$ cat src/rtl/intra_pred_nxn_if.sv
// ============================================================================
// Module      : intra_pred_nxn_if
// Description : Request/edge inputs and row-stream outputs of intra_pred_nxn.
// Revision    : 1.0 - initial release
// ============================================================================
`default_nettype none

interface intra_pred_nxn_if #(
    parameter int BLK = 8,
    parameter int PW  = 8
);
    logic                    start;
    logic [1:0]              mode;
    logic                    top_avail;
    logic                    left_avail;
    logic [BLK*PW-1:0]       toppixels;
    logic [BLK*PW-1:0]       leftpixels;
    logic [BLK*PW-1:0]       out_row;
    logic                    out_valid;
    logic                    out_ready;
    logic [$clog2(BLK)-1:0]  out_row_idx;
    logic                    out_last;
    logic                    busy;
    logic                    done;

    modport master (
        output start, mode, top_avail, left_avail, toppixels, leftpixels, out_ready,
        input  out_row, out_valid, out_row_idx, out_last, busy, done
    );

    modport slave (
        input  start, mode, top_avail, left_avail, toppixels, leftpixels, out_ready,
        output out_row, out_valid, out_row_idx, out_last, busy, done
    );
endinterface

`default_nettype wire

$ cat src/rtl/intra_pred_nxn.sv
// ============================================================================
// Module      : intra_pred_nxn
// Description : NxN intra predictor (vertical / horizontal / DC), one row per
//               handshake. Define INTRA_PRED_DC_ROUND_EN for rounded DC.
// Revision    : 1.0 - initial release
// ============================================================================
`default_nettype none

module intra_pred_nxn #(
    parameter int BLK = 8,
    parameter int PW  = 8
) (
    input  logic               clk,
    input  logic               reset,
    intra_pred_nxn_if.slave    bus
);
    localparam int RW       = $clog2(BLK);
    localparam int LOG_ONE  = $clog2(BLK);
    localparam int LOG_TWO  = $clog2(2 * BLK);
    localparam int AW       = PW + LOG_TWO;

    localparam logic [RW-1:0] c_last_idx = RW'(BLK - 1);
    localparam logic [PW-1:0] c_mid      = {1'b1, {(PW-1){1'b0}}};
`ifdef INTRA_PRED_DC_ROUND_EN
    localparam logic [AW-1:0] c_rnd_two  = AW'(BLK);
    localparam logic [AW-1:0] c_rnd_one  = AW'(BLK / 2);
`else
    localparam logic [AW-1:0] c_rnd_two  = '0;
    localparam logic [AW-1:0] c_rnd_one  = '0;
`endif

    typedef enum logic [1:0] {
        ST_IDLE = 2'd0,
        ST_ACC  = 2'd1,
        ST_EMIT = 2'd2
    } state_t;

    state_t             r_state;
    state_t             w_next;
    logic [BLK*PW-1:0]  r_top;
    logic [BLK*PW-1:0]  r_left;
    logic [1:0]         r_mode;
    logic               r_top_av;
    logic               r_left_av;
    logic [AW-1:0]      r_acc;
    logic [RW-1:0]      r_k;
    logic [RW-1:0]      r_row;
    logic               r_done;

    logic               w_accept;
    logic               w_acc_last;
    logic [AW-1:0]      w_add_top;
    logic [AW-1:0]      w_add_left;
    logic [PW-1:0]      w_dc;
    logic [PW-1:0]      w_left_r;
    logic [BLK*PW-1:0]  w_row;

    assign w_accept   = (r_state == ST_EMIT) && bus.out_ready;
    assign w_acc_last = (r_k == c_last_idx);
    assign w_add_top  = r_top_av  ? {{(AW-PW){1'b0}}, r_top[r_k*PW +: PW]}  : '0;
    assign w_add_left = r_left_av ? {{(AW-PW){1'b0}}, r_left[r_k*PW +: PW]} : '0;
    assign w_left_r   = r_left[r_row*PW +: PW];

    always_ff @(posedge clk or negedge reset) begin
        if (!reset) begin
            r_state <= ST_IDLE;
        end else begin
            r_state <= w_next;
        end
    end

    always_comb begin
        w_next = r_state;
        case (r_state)
            ST_IDLE: if (bus.start) w_next = bus.mode[1] ? ST_ACC : ST_EMIT;
            ST_ACC:  if (w_acc_last) w_next = ST_EMIT;
            ST_EMIT: if (w_accept && (r_row == c_last_idx)) w_next = ST_IDLE;
            default: w_next = ST_IDLE;
        endcase
    end

    // Captured edges are only written from IDLE, so a start while busy is inert.
    always_ff @(posedge clk or negedge reset) begin
        if (!reset) begin
            r_top     <= '0;
            r_left    <= '0;
            r_mode    <= '0;
            r_top_av  <= 1'b0;
            r_left_av <= 1'b0;
            r_acc     <= '0;
            r_k       <= '0;
            r_row     <= '0;
            r_done    <= 1'b0;
        end else begin
            r_done <= 1'b0;
            case (r_state)
                ST_IDLE: begin
                    if (bus.start) begin
                        r_top     <= bus.toppixels;
                        r_left    <= bus.leftpixels;
                        r_mode    <= bus.mode;
                        r_top_av  <= bus.top_avail;
                        r_left_av <= bus.left_avail;
                        r_acc     <= '0;
                        r_k       <= '0;
                        r_row     <= '0;
                    end
                end
                ST_ACC: begin
                    r_acc <= r_acc + w_add_top + w_add_left;
                    r_k   <= r_k + 1'b1;
                end
                ST_EMIT: begin
                    if (w_accept) begin
                        r_row <= r_row + 1'b1;
                        if (r_row == c_last_idx) r_done <= 1'b1;
                    end
                end
                default: ;
            endcase
        end
    end

    // The accumulator width leaves headroom for the rounding term.
    always_comb begin
        w_dc = c_mid;
        if (r_top_av && r_left_av) begin
            w_dc = PW'((r_acc + c_rnd_two) >> LOG_TWO);
        end else if (r_top_av || r_left_av) begin
            w_dc = PW'((r_acc + c_rnd_one) >> LOG_ONE);
        end
    end

    always_comb begin
        w_row = '0;
        for (int c = 0; c < BLK; c++) begin
            if (r_mode == 2'd0) begin
                w_row[c*PW +: PW] = r_top_av ? r_top[c*PW +: PW] : c_mid;
            end else if (r_mode == 2'd1) begin
                w_row[c*PW +: PW] = r_left_av ? w_left_r : c_mid;
            end else begin
                w_row[c*PW +: PW] = w_dc;
            end
        end
    end

    assign bus.out_valid   = (r_state == ST_EMIT);
    assign bus.out_row     = (r_state == ST_EMIT) ? w_row : '0;
    assign bus.out_row_idx = r_row;
    assign bus.out_last    = (r_state == ST_EMIT) && (r_row == c_last_idx);
    assign bus.busy        = (r_state != ST_IDLE);
    assign bus.done        = r_done;

endmodule

`default_nettype wire

$ cat src/flat_wrapper.sv
// flat-port wrapper written by rule: the top's interface ports become plain ports
module intra_pred_nxn_flat 
#(
    parameter int BLK = 8,
    parameter int PW  = 8
)
  (clk, reset, bus_start, bus_mode, bus_top_avail, bus_left_avail, bus_toppixels, bus_leftpixels, bus_out_ready, bus_out_row, bus_out_valid, bus_out_row_idx, bus_out_last, bus_busy, bus_done);
  intra_pred_nxn_if #(.BLK(BLK), .PW(PW)) bus_i ();
  input  logic clk;
  input  logic reset;
  input wire logic [$bits(bus_i.start)-1:0] bus_start;
  input wire logic [$bits(bus_i.mode)-1:0] bus_mode;
  input wire logic [$bits(bus_i.top_avail)-1:0] bus_top_avail;
  input wire logic [$bits(bus_i.left_avail)-1:0] bus_left_avail;
  input wire logic [$bits(bus_i.toppixels)-1:0] bus_toppixels;
  input wire logic [$bits(bus_i.leftpixels)-1:0] bus_leftpixels;
  input wire logic [$bits(bus_i.out_ready)-1:0] bus_out_ready;
  output wire logic [$bits(bus_i.out_row)-1:0] bus_out_row;
  output wire logic [$bits(bus_i.out_valid)-1:0] bus_out_valid;
  output wire logic [$bits(bus_i.out_row_idx)-1:0] bus_out_row_idx;
  output wire logic [$bits(bus_i.out_last)-1:0] bus_out_last;
  output wire logic [$bits(bus_i.busy)-1:0] bus_busy;
  output wire logic [$bits(bus_i.done)-1:0] bus_done;
  assign bus_i.start = bus_start;
  assign bus_i.mode = bus_mode;
  assign bus_i.top_avail = bus_top_avail;
  assign bus_i.left_avail = bus_left_avail;
  assign bus_i.toppixels = bus_toppixels;
  assign bus_i.leftpixels = bus_leftpixels;
  assign bus_i.out_ready = bus_out_ready;
  assign bus_out_row = bus_i.out_row;
  assign bus_out_valid = bus_i.out_valid;
  assign bus_out_row_idx = bus_i.out_row_idx;
  assign bus_out_last = bus_i.out_last;
  assign bus_busy = bus_i.busy;
  assign bus_done = bus_i.done;
  intra_pred_nxn #(.BLK(BLK), .PW(PW)) u_core (.clk(clk), .reset(reset), .bus(bus_i));
endmodule
$ cat config.mk
export PLATFORM = sky130hd
export DESIGN_NAME = intra_pred_nxn_flat
export DESIGN_NICKNAME = d
export VERILOG_FILES = /design/src/rtl/intra_pred_nxn_if.sv /design/src/rtl/intra_pred_nxn.sv /design/src/flat_wrapper.sv
export SDC_FILE = /design/constraint.sdc
export NUM_CORES = 1
export LEC_CHECK = 0
export BUFFER_PORTS_ARGS = -buffer_cell sky130_fd_sc_hd__buf_2
export CORE_ASPECT_RATIO = 0.7
export CORE_MARGIN = 3
export CORE_UTILIZATION = 31
export CTS_CLUSTER_SIZE = 14
export DETAILED_ROUTE_END_ITERATION = 6
export MAX_ROUTING_LAYER = met4
export SLEW_MARGIN = 10
export SYNTH_ARGS = -nofsm -noshare
export SYNTH_HDL_FRONTEND = slang
export SYNTH_SLANG_ARGS = --single-unit
$ cat constraint.sdc
create_clock -name clk -period 4.3 [get_ports clk]
set_clock_uncertainty 0.05 [all_clocks]
set_input_delay 1.075 -clock clk [delete_from_list [all_inputs] [get_ports clk]]
set_output_delay 1.075 -clock clk [all_outputs]
set_load 0.01 [all_outputs]
==> results of run 1 <==
through the flow:
stage,std cells,hold slack (ns),utilization
2_1_floorplan,1010,0.389,-
5_1_grt,1565,0.465,0.387
3_3_place_gp,1533,0.408,0.364
3_5_place_dp,1533,0.414,0.364
6_report,1565,0.426,0.387
4_1_cts,1565,0.432,0.387
kinds of logic (layout without fill, tap and decap cells):
family,after synthesis,count (layout),synth area share
compound gates,114,114,0.0747
fa+ha+maj,21,21,0.0373
xor+xnor,5,5,0.00495
simple gates,546,546,0.237
mux,78,78,0.164
buf+inv,93,277,0.0489
flops,153,153,0.433
sequential cells by signal (all words and copies together) (netlist names):
register                count
u_core.r_mode               2
u_core.r_top               64
u_core.r_left_av            1
u_core.r_left              64
u_core.r_top_av             1
u_core.bus.done             1
u_core.r_state              2
u_core.r_acc               12
u_core.bus.out_row_idx      3
u_core.r_k                  3
final cells by class:
cell class,count,area (um^2),share of cell area
Clock inverter,12,165,0.0153
Sequential cell,153,3830,0.354
Tap cell,371,464,0.0429
Multi-Input combinational cell,764,4590,0.425
Inverter,25,93.8,0.00868
Clock buffer,20,457,0.0423
Timing Repair Buffer,220,1200,0.111
worst register-to-register path, stage by stage (launching register included):
cell and delay (ns):
dfrtp_2 0.41, buf_12 0.20, mux4_2 0.37, mux2_2 0.15
nand2_1 0.07, fa_1 0.54, inv_1 0.04, ha_1 0.22
fa_1 0.42, a21o_1 0.22, a221oi_1 0.40, o21ai_0 0.21
nand4_1 0.14, mux2i_1 0.21
cell usage in the layout (no fill, tap or decap), drive strengths merged, types with 11 or more instances in the layout:
cell	synthesis	final
a21oi	70	70
buf	16	220
clkbuf	52	20
dfrtp	153	153
ha	12	12
inv	24	27
mux2	18	18
mux2i	12	12
mux4	48	48
nand2	439	439
nand3	11	11
nor2	82	82
o21ai	19	19
where the power goes:
| part | switching (W) | internal [W] |
|---|---|---|
| Combinational | 0.00233 | 0.00174 |
| Sequential | 0.000763 | 0.00209 |
| Clock | 0.000657 | 0.000953 |
| Total | 0.00375 | 0.00478 |
metal layers:
metal	routed length (um)	global-route usage	vias up
met4	647	0.0603	0
met3	1920	0.0457	45
li1	-	-	3684
met2	12900	0.277	270
met1	13600	0.272	3784
met5	0	-	-
path summary, 6_finish.rpt:
path | startpoint | end | slack [ns] | depth (start not counted)
setup / recovery | u_core.bus.out_row_idx[0] | bus_out_row[36] | 0.33 | 6
hold / removal | u_core.r_mode[1] | u_core.r_mode[1] | 0.43 | 2
setup reg to reg | u_core.r_k[0] | u_core.r_acc[11] | 0.58 | 13
hold reg to reg | u_core.r_mode[1] | u_core.r_mode[1] | 0.43 | 2
max in group asynchronous | reset | u_core.r_left[35] | 2.68 | 2
min in group asynchronous | reset | u_core.r_top[15] | 0.60 | 1
==> metrics.txt, run 1 <==
status complete, no violations; Root Buffer clkbuf_16; Slew Limit Fails 0; pin count of the biggest net entering global routing roughly 110; CTS tree built; number of distinct library cells after synthesis 45; Vias/cell just under 5; share of layout cells above drive strength 1 0.264; Worst Hold Class reg2reg; endpoint class of the critical path output pin; TritonCTS buffer count 17; Final Wtd Congestion slightly above 0.9; # Post-CTS Setup Buffers 0; Leakage roughly 5.6 nW; Crit path max-delay family multiplexers; power per cell area around 800 nW/um^2; die height between 100 and 150 um; I/O Pins between 200 and 250; diode count 0; CP arrival between 2 and 3 ns; final hold vios 0; cell with the most instances after synthesis nand2_1; largest cells by area after synthesis dfrtp_1 43%, nand2_1 19%, mux4_2 9.2%, a21oi_1 3.8%, mux4_1 3.6%; Hold Buf Count CTS 0; core area 27,900 um^2; number of detailed-route iterations in the first pass 5; clk buf depth 2; Post-synth ARST share 1.00; maximum fanout along the worst path 20; Rel. slew slack 0.366; Tmin final 3.97 ns; Final Setup Violations 0; Final period util 0.923; die area approximately 30,000 um^2; synth warn 0; post-place setup slack slightly above 0.6 ns; Routed Antenna Nets 0; via count slightly below 8,000; Clock Sinks around 150; vias in the first global route 7,579; post-synthesis sequential area ratio 0.433; area post-placement 10,200 um^2; # H-tree levels 4; final instance area between 10,000 and 15,000 um^2; post-cts resize count 0; Final WS setup around 0.33 ns; number of synthesized flops with an enable pin 0; total negative slack 0 ns; gr ovfl total 0; PortBufs between 200 and 250; slowest cell delay on critical path around 0.6 ns; die width between 200 and 250 um; Starting Density 0.316; GRT Total Usage 0.193; VDD IR max around 0.37 mV; dominant cell type by area after synthesis dfrtp_1; critical path class reg2out; synthesis-to-layout area growth 22.2%; cell chain of the critical path buf_4 > mux4_1 > mux2i_1 > a221o_1 > nor2_1 > buf_2; Syn Nets 1,167; number of max-cap violations 0; fmax 0.252 GHz; Gate Count Post-Synth 1,010; first-pass GRT wire length between 40 and 50 mm; antenna violations before repair 0; fill count just under 3,000; type of origin of the critical path flop; clk_lat worst skew approximately 0.44 ns; hpwl dp approximately 22 mm; Slew @ Worst Pin between 0.9 and 1 ns; fin nets ~1,300; FP Rows 51; synthesized flop and latch total around 150; Avg Cell Area, Syn 8.76 um^2; post-synth top area share 0.433; Post-Syn Area roughly 9000 um^2; DRC 0; CTS clk-pin slew, worst paths ~0.070 ns; Power Total between 0.008 and 0.009 W; 1st-iter DRT viols about 700; RSZ-0062 raised after global routing false; DR WL/cell approximately 19 um; most used flip-flop cell after synthesis dfrtp_1; Synth top cells by count 439 x nand2_1, 153 x dfrtp_1, 82 x nor2_1, 68 x a21oi_1, 47 x clkbuf_1; Slowest-stage cell, CP mux4_1; CP required 3.17 ns; Buf/Inv on CP 2; WL final 29.0 mm
(Power assumes the default switching activity.)
==> inputs of run 2 (changes only) <==
Settings changed: ABC_AREA set to 1, GPL_ROUTABILITY_DRIVEN set to 1.
==> metrics.txt, run 2 <==
status complete, no violations; power per cell area 831 nW/um^2 (+5.3%); die area 32,200 um^2 (+5.2%); DRC 0 (unchanged); PortBufs 206 (unchanged); gr ovfl total 0 (unchanged); first-pass GRT wire length 51.0 mm (+15%); Leakage 5.97 nW (+5.8%); Gate Count Post-Synth 1,358 (+34%); Top Registers u_core.r_left: 64 flops, u_core.r_top: 64 flops, u_core.r_acc: 12 flops; die height 151 um (+2.5%); Slew Limit Fails 0 (unchanged); synthesis-to-layout area growth 20.7%; final hold vios 0 (unchanged); Comb power frac 0.551 (+0.074); FP Rows 52 (+2.0%); VDD IR max 0.361 mV (-3.1%); number of distinct library cells after synthesis 28 (-38%); Routed Antenna Nets 0 (unchanged); RSZ-0062 raised after global routing false; antenna violations before repair 0 (unchanged); Slowest-stage cell, CP dfrtp_1; WHS 0.451 ns (+0.0249 ns); Finished Layout Cells 1,910 (+22%); # H-tree levels 4 (unchanged); # Post-CTS Setup Buffers 0 (unchanged); pin count of the biggest net entering global routing 232 (+120%); core area 29,200 um^2 (+4.5%); internal power 0.00470 W (-1.7%); Clock Sinks 153 (unchanged); CTS tree built; number of synthesized flops with an enable pin 0 (unchanged); CTS clk-pin slew, worst paths 0.07 ns (about the same); Final Setup Violations 0 (unchanged); synth warn 0 (unchanged); CP arrival 2.76 ns (-0.09 ns); number of detailed-route iterations in the first pass 5 (unchanged); GRT Total Usage 0.213 (+0.0195); vias in the first global route 8,875 (+17%); hpwl dp 24.4 mm (+13%); Synth Area in Compound Gates 0.171 (+0.0962); simple-gate share of the synthesized area 0.252 (+0.0141); Hold Buf Count CTS 0 (unchanged); Post-Synth Adder-Cell Area 0.0355 (-0.00190); sw frac 0.497 (+0.0576); share of layout cells above drive strength 1 0.177 (-0.0869); Placed Instances 1,878 (+23%); Starting Density 0.319 (+0.00250); most common cell after layout, fill and taps aside nand2_1; critical path class reg2out; diode count 0 (unchanged); I/O Pins 207 (unchanged); post-synthesis sequential area ratio 0.411 (-0.0220); Rel. slew slack 0.329 (-0.0373); TritonCTS buffer count 17 (unchanged); via count 9,342 (+20%); Crit path max-delay family simple AND/OR/NAND/NOR gates; Synth top cells by count 369 x nand2_1, 226 x o21ai_0, 214 x inv_1, 153 x dfrtp_1, 107 x nor2_1; Slew @ Worst Pin 1.01 ns (+0.0560 ns); cell with the most instances after synthesis nand2_1; total negative slack 0 ns (unchanged); endpoint class of the critical path output pin; part of the power in registers 0.278 (-0.056); slowest cell delay on critical path 0.68 ns (+0.08 ns); die width 213 um (+2.6%); post-cts resize count 0 (unchanged); Final Wtd Congestion 0.939 (+1.8%); Final period util 0.903 (-0.0198); clk_lat worst skew 0.44 ns (about the same); most used flip-flop cell after synthesis dfrtp_1; Avg Cell Area, Syn 6.86 um^2 (-22%); maximum fanout along the worst path 11 (-45%); Vias/cell 4.89 (-1.7%); number of max-cap violations 0 (unchanged); most frequent cells in the layout 369 x nand2_1, 226 x o21ai_0, 214 x inv_1, 205 x buf_2, 152 x dfrtp_1; type of origin of the critical path flop; Tmin final 3.88 ns (-0.0853 ns); cell chain of the critical path clkinv_1 > nand3_1 > nand3_1 > nand2_1 > nand2_2 > nor2_1 > buf_2; post-synthesis xor/xnor area fraction 0.00188 (-0.00307); Root Buffer clkbuf_16; synthesized flop and latch total 153 (unchanged); Worst Hold Class reg2reg; 1st-iter DRT viols 922 (+34%); CP most frequent cell nand3_1; WL final 32.8 mm (+13%); fin nets 1,676 (+25%); fmax 0.257 GHz (+2.2%); Syn Nets 1,515 (+30%); Post-Syn Area 9320 um^2 (+5.3%); CP required 3.17 ns (about the same); DR WL/cell 17.2 um (-7.5%); largest family of logic cells by synthesized area simple AND/OR/NAND/NOR gates; post-synth top area share 0.411 (-0.0220); net switching power figure 0.00464 W (+24%); clock network fraction of total power 0.172 (-0.017); dominant cell type by area after synthesis dfrtp_1; clk buf depth 2 (unchanged); largest cells by area after synthesis dfrtp_1 41%, nand2_1 15%, o21ai_0 12%, inv_1 8.6%, nand3_1 4.4%; share of synthesized area spent on multiplexers 0 (-0.164); Buf/Inv on CP 2 (unchanged); Post-synth ARST share 1.00 (unchanged)
run 2: changes by cell type in the layout (fill, tap and decap cells not counted), moves of 12 or more:
| cell | before | now |
|---|---|---|
| o21ai_0 | 19 | 226 |
| nand2_1 | 438 | 369 |
| mux4_2 | 36 | 0 |
| mux4_1 | 12 | 0 |
| o211ai_1 | 4 | 20 |
| mux2i_1 | 12 | 0 |
| nand3_1 | 11 | 82 |
| nor2_1 | 82 | 106 |
| mux2_2 | 18 | 0 |
| inv_1 | 24 | 214 |
| a21oi_1 | 68 | 42 |
run 2: power by group through the flow:
stage               Combinational (W)  Sequential [W]  Clock [W]
floorplan                     0.00349         0.00236          0
global placement              0.00508         0.00259          0
detailed placement            0.00511         0.00260          0
CTS                           0.00514         0.00258    0.00164
global route                  0.00586         0.00267    0.00170
finish                        0.00515         0.00259    0.00161
run 2: path summary, 6_finish.rpt:
kind | slack (ns) | from | cells past startpoint | endpoint
setup / recovery | 0.42 | u_core.bus.out_row_idx[2] | 7 | bus_out_row[59]
hold reg to reg | 0.45 | u_core.r_top[16] | 2 | u_core.r_top[16]
setup reg to reg | 0.72 | u_core.r_k[1] | 16 | u_core.r_acc[9]
max in group asynchronous | 2.65 | reset | 2 | u_core.r_left[63]
min in group asynchronous | 0.61 | reset | 1 | u_core.r_left[11]
hold / removal | 0.45 | u_core.r_top[16] | 2 | u_core.r_top[16]
run 2: worst reg2reg max path, cell delays in order (launching register included):
cell and delay (ns):
dfrtp_1 0.63, buf_12 0.27, o21ai_0 0.14, o21ai_0 0.19
o211ai_1 0.15, fa_1 0.57, inv_1 0.04, ha_1 0.21
fa_1 0.38, nand2_1 0.11, nand3_1 0.14, nand2_1 0.13
o21ai_0 0.16, nand2_1 0.09, o21ai_0 0.09, nand2_1 0.09
inv_1 0.04
run 2: cell type report:
type / instances / area (um^2)
clock inverters: 12 / 164
multi-input cells: 907 / 4290
well taps: 378 / 473
flip-flops and latches: 153 / 3830
repair buffers: 223 / 1210
inverters: 217 / 815
clock buffers: 20 / 457
fillers: 3110 / 18000
run 2: metrics by stage:
step	utilization	total power (W)	cell area [um^2]	worst slack, ns
2_1_floorplan	-	0.00586	9320	1.24
3_3_place_gp	0.364	0.00767	10600	0.842
3_5_place_dp	0.364	0.00771	10600	0.708
4_1_cts	0.385	0.00936	11200	0.442
5_1_grt	0.385	0.0102	11200	0.250
6_report	0.385	0.00935	11200	0.415
run 2: kinds of logic after synthesis:
| group | Yosys count |
|---|---|
| simple gates | 581 |
| compound gates | 303 |
| buf+inv | 298 |
| flops | 153 |
| fa+ha+maj | 21 |
| xor+xnor | 2 |
run 2: layer usage:
layer | wire length [um] | vias up | global-route usage
met5 | 0 | - | -
met4 | 308 | 0 | 0.0399
met3 | 2230 | 21 | 0.0373
met2 | 13600 | 342 | 0.291
met1 | 16700 | 4396 | 0.327
li1 | - | 4583 | -
==> inputs of run 3 (changes only) <==
Settings changed: CORE_UTILIZATION 31 to 55, PLACE_DENSITY set to 0.81, RECOVER_POWER set to 25, SLEW_MARGIN 10 to 20.
==> metrics.txt, run 3 (synthesis results as in run 2) <==
CTS tree built; RSZ-0062 raised after global routing false; GRT Total Usage 0.339 (+0.127); first-pass GRT wire length 47.6 mm (-6.5%); post-place setup slack 0.630 ns (-0.0785 ns); VDD IR max 0.319 mV (-12%); WL final 30.5 mm (-7.0%); 1st-iter DRT viols 1,442 (+56%); most common cell after layout, fill and taps aside nand2_1; I/O Pins 207 (unchanged); Root Buffer clkbuf_16; hpwl dp 21.9 mm (-10%); Tmin final 3.81 ns (-0.0740 ns); FP Rows 39 (-25%); CP arrival 2.69 ns (-0.07 ns); endpoint class of the critical path output pin; diode count 0 (unchanged); Slew @ Worst Pin 2.04 ns (+1.03 ns); number of detailed-route iterations in the first pass 6 (+1); Power Total 0.00925 W (-1.1%); CTS clk-pin slew, worst paths 0.07 ns (about the same); DRC 0 (unchanged); post-cts resize count 0 (unchanged); Slew Limit Fails 80 (+80); PortBufs 206 (unchanged); Leakage 5.94 nW (-0.50%); Final WS setup 0.489 ns (+0.0740 ns); die height 115 um (-24%); synthesis-to-layout area growth 17.8%; clk_lat worst skew 0.43 ns (about the same); # Post-CTS Setup Buffers 0 (unchanged); Final Wtd Congestion 0.982 (+4.6%); power per cell area 843 nW/um^2 (+1.4%); fmax 0.262 GHz (+1.9%); final hold vios 0 (unchanged); die width 162 um (-24%); type of origin of the critical path flop; total negative slack 0 ns (unchanged); Top Registers u_core.r_left: 64 flops, u_core.r_top: 64 flops, u_core.r_acc: 12 flops; GR Layer Usage met1 0.503 (+0.176); pin count of the biggest net entering global routing 117 (-50%); Final Setup Violations 0 (unchanged); via count 9,625 (+3.0%); most frequent cells in the layout 369 x nand2_1, 226 x o21ai_0, 214 x inv_1, 204 x buf_2, 152 x dfrtp_1; M3 GR Usage 0.0886 (+0.0513); global route hottest layer met1; Routed Antenna Nets 0 (unchanged); Vias/cell 5.47 (+12%); critical path class reg2out; DR WL/cell 17.3 um (+1.0%); met2 Track Usage GR 0.469 (+0.178); die area 18,600 um^2 (-42%); Final period util 0.886 (-0.0172); status finished with violations; TritonCTS buffer count 17 (unchanged); CP required 3.17 ns (about the same); core area 16,400 um^2 (-44%); gr ovfl total 0 (unchanged); vias in the first global route 8,837 (-0.43%); fin nets 1,677 (+0.060%); Rel. slew slack -0.357 (-0.686); clk buf depth 2 (unchanged); final core utilization 0.667 (+0.282); # H-tree levels 4 (unchanged); number of max-cap violations 1 (+1); antenna violations before repair 0 (unchanged); Clock Sinks 153 (unchanged); Starting Density 0.567 (+0.248); Hold Buf Count CTS 0 (unchanged); share of layout cells above drive strength 1 0.175 (-0.00142); fill count 1,447 (-53%); Worst Hold Class reg2reg; maximum fanout along the worst path 8 (-3); area post-placement 10,400 um^2 (-1.7%); failing checks capacitance limit, slew limit; final instance area 11,000 um^2 (-2.4%)
-- run 3: cell types whose count changed in the layout (fill, tap and decap cells not counted), moves of 2 or more --
cell,delta
bufinv_16,-2
clkbuf_8,-2
clkinv_4,+2
inv_6,+2
nor2_1,+2
nor2_4,-2
-- run 3: critical path, cell delays in order (launching register included) --
cell	delay, ns
dfrtp_1	0.40
nor2_1	0.55
inv_1	0.35
a31oi_1	0.28
nand2_2	0.23
nor2_1	0.27
buf_2	0.18
-- run 3: where the power goes --
group	leakage [nW]	switching (W)	internal [W]	total, W
Combinational	3.75	0.00354	0.00164	0.00518
Clock	0.270	0.000657	0.000811	0.00147
Sequential	1.91	0.000502	0.00210	0.00260
-- run 3: worst paths after layout --
kind,cells after the start,end,slack [ns],startpoint
setup / recovery,6,bus_out_row[59],0.49,u_core.r_state[0]
hold / removal,2,u_core.r_top[54],0.45,u_core.r_top[54]
hold reg to reg,2,u_core.r_top[54],0.45,u_core.r_top[54]
setup reg to reg,17,u_core.r_acc[9],0.56,u_core.r_k[0]
max in group asynchronous,2,u_core.r_k[0],0.91,reset
min in group asynchronous,1,u_core.r_left[20],1.15,reset
-- run 3: metal layers --
metal	share of wire	up-vias
met5	0	-
met4	0.016	0
met2	0.42	541
met3	0.12	43
met1	0.44	4450
li1	-	4591
-- run 3: cell type report --
cell class / instances / area (um^2) / area share
Multi-Input combinational cell: 907 / 4280 / 0.390
Clock buffer: 18 / 429 / 0.0391
Tap cell: 225 / 282 / 0.0257
Clock inverter: 14 / 139 / 0.0127
Sequential cell: 153 / 3830 / 0.349
Timing Repair Buffer: 224 / 1200 / 0.110
Inverter: 217 / 815 / 0.0742
-- run 3: per-stage QoR --
step,hold WS [ns],instances
3_5_place_dp,0.432,1726
5_1_grt,0.469,1758
4_1_cts,0.448,1758
2_1_floorplan,0.409,1358
3_3_place_gp,0.430,1726
6_report,0.448,1758
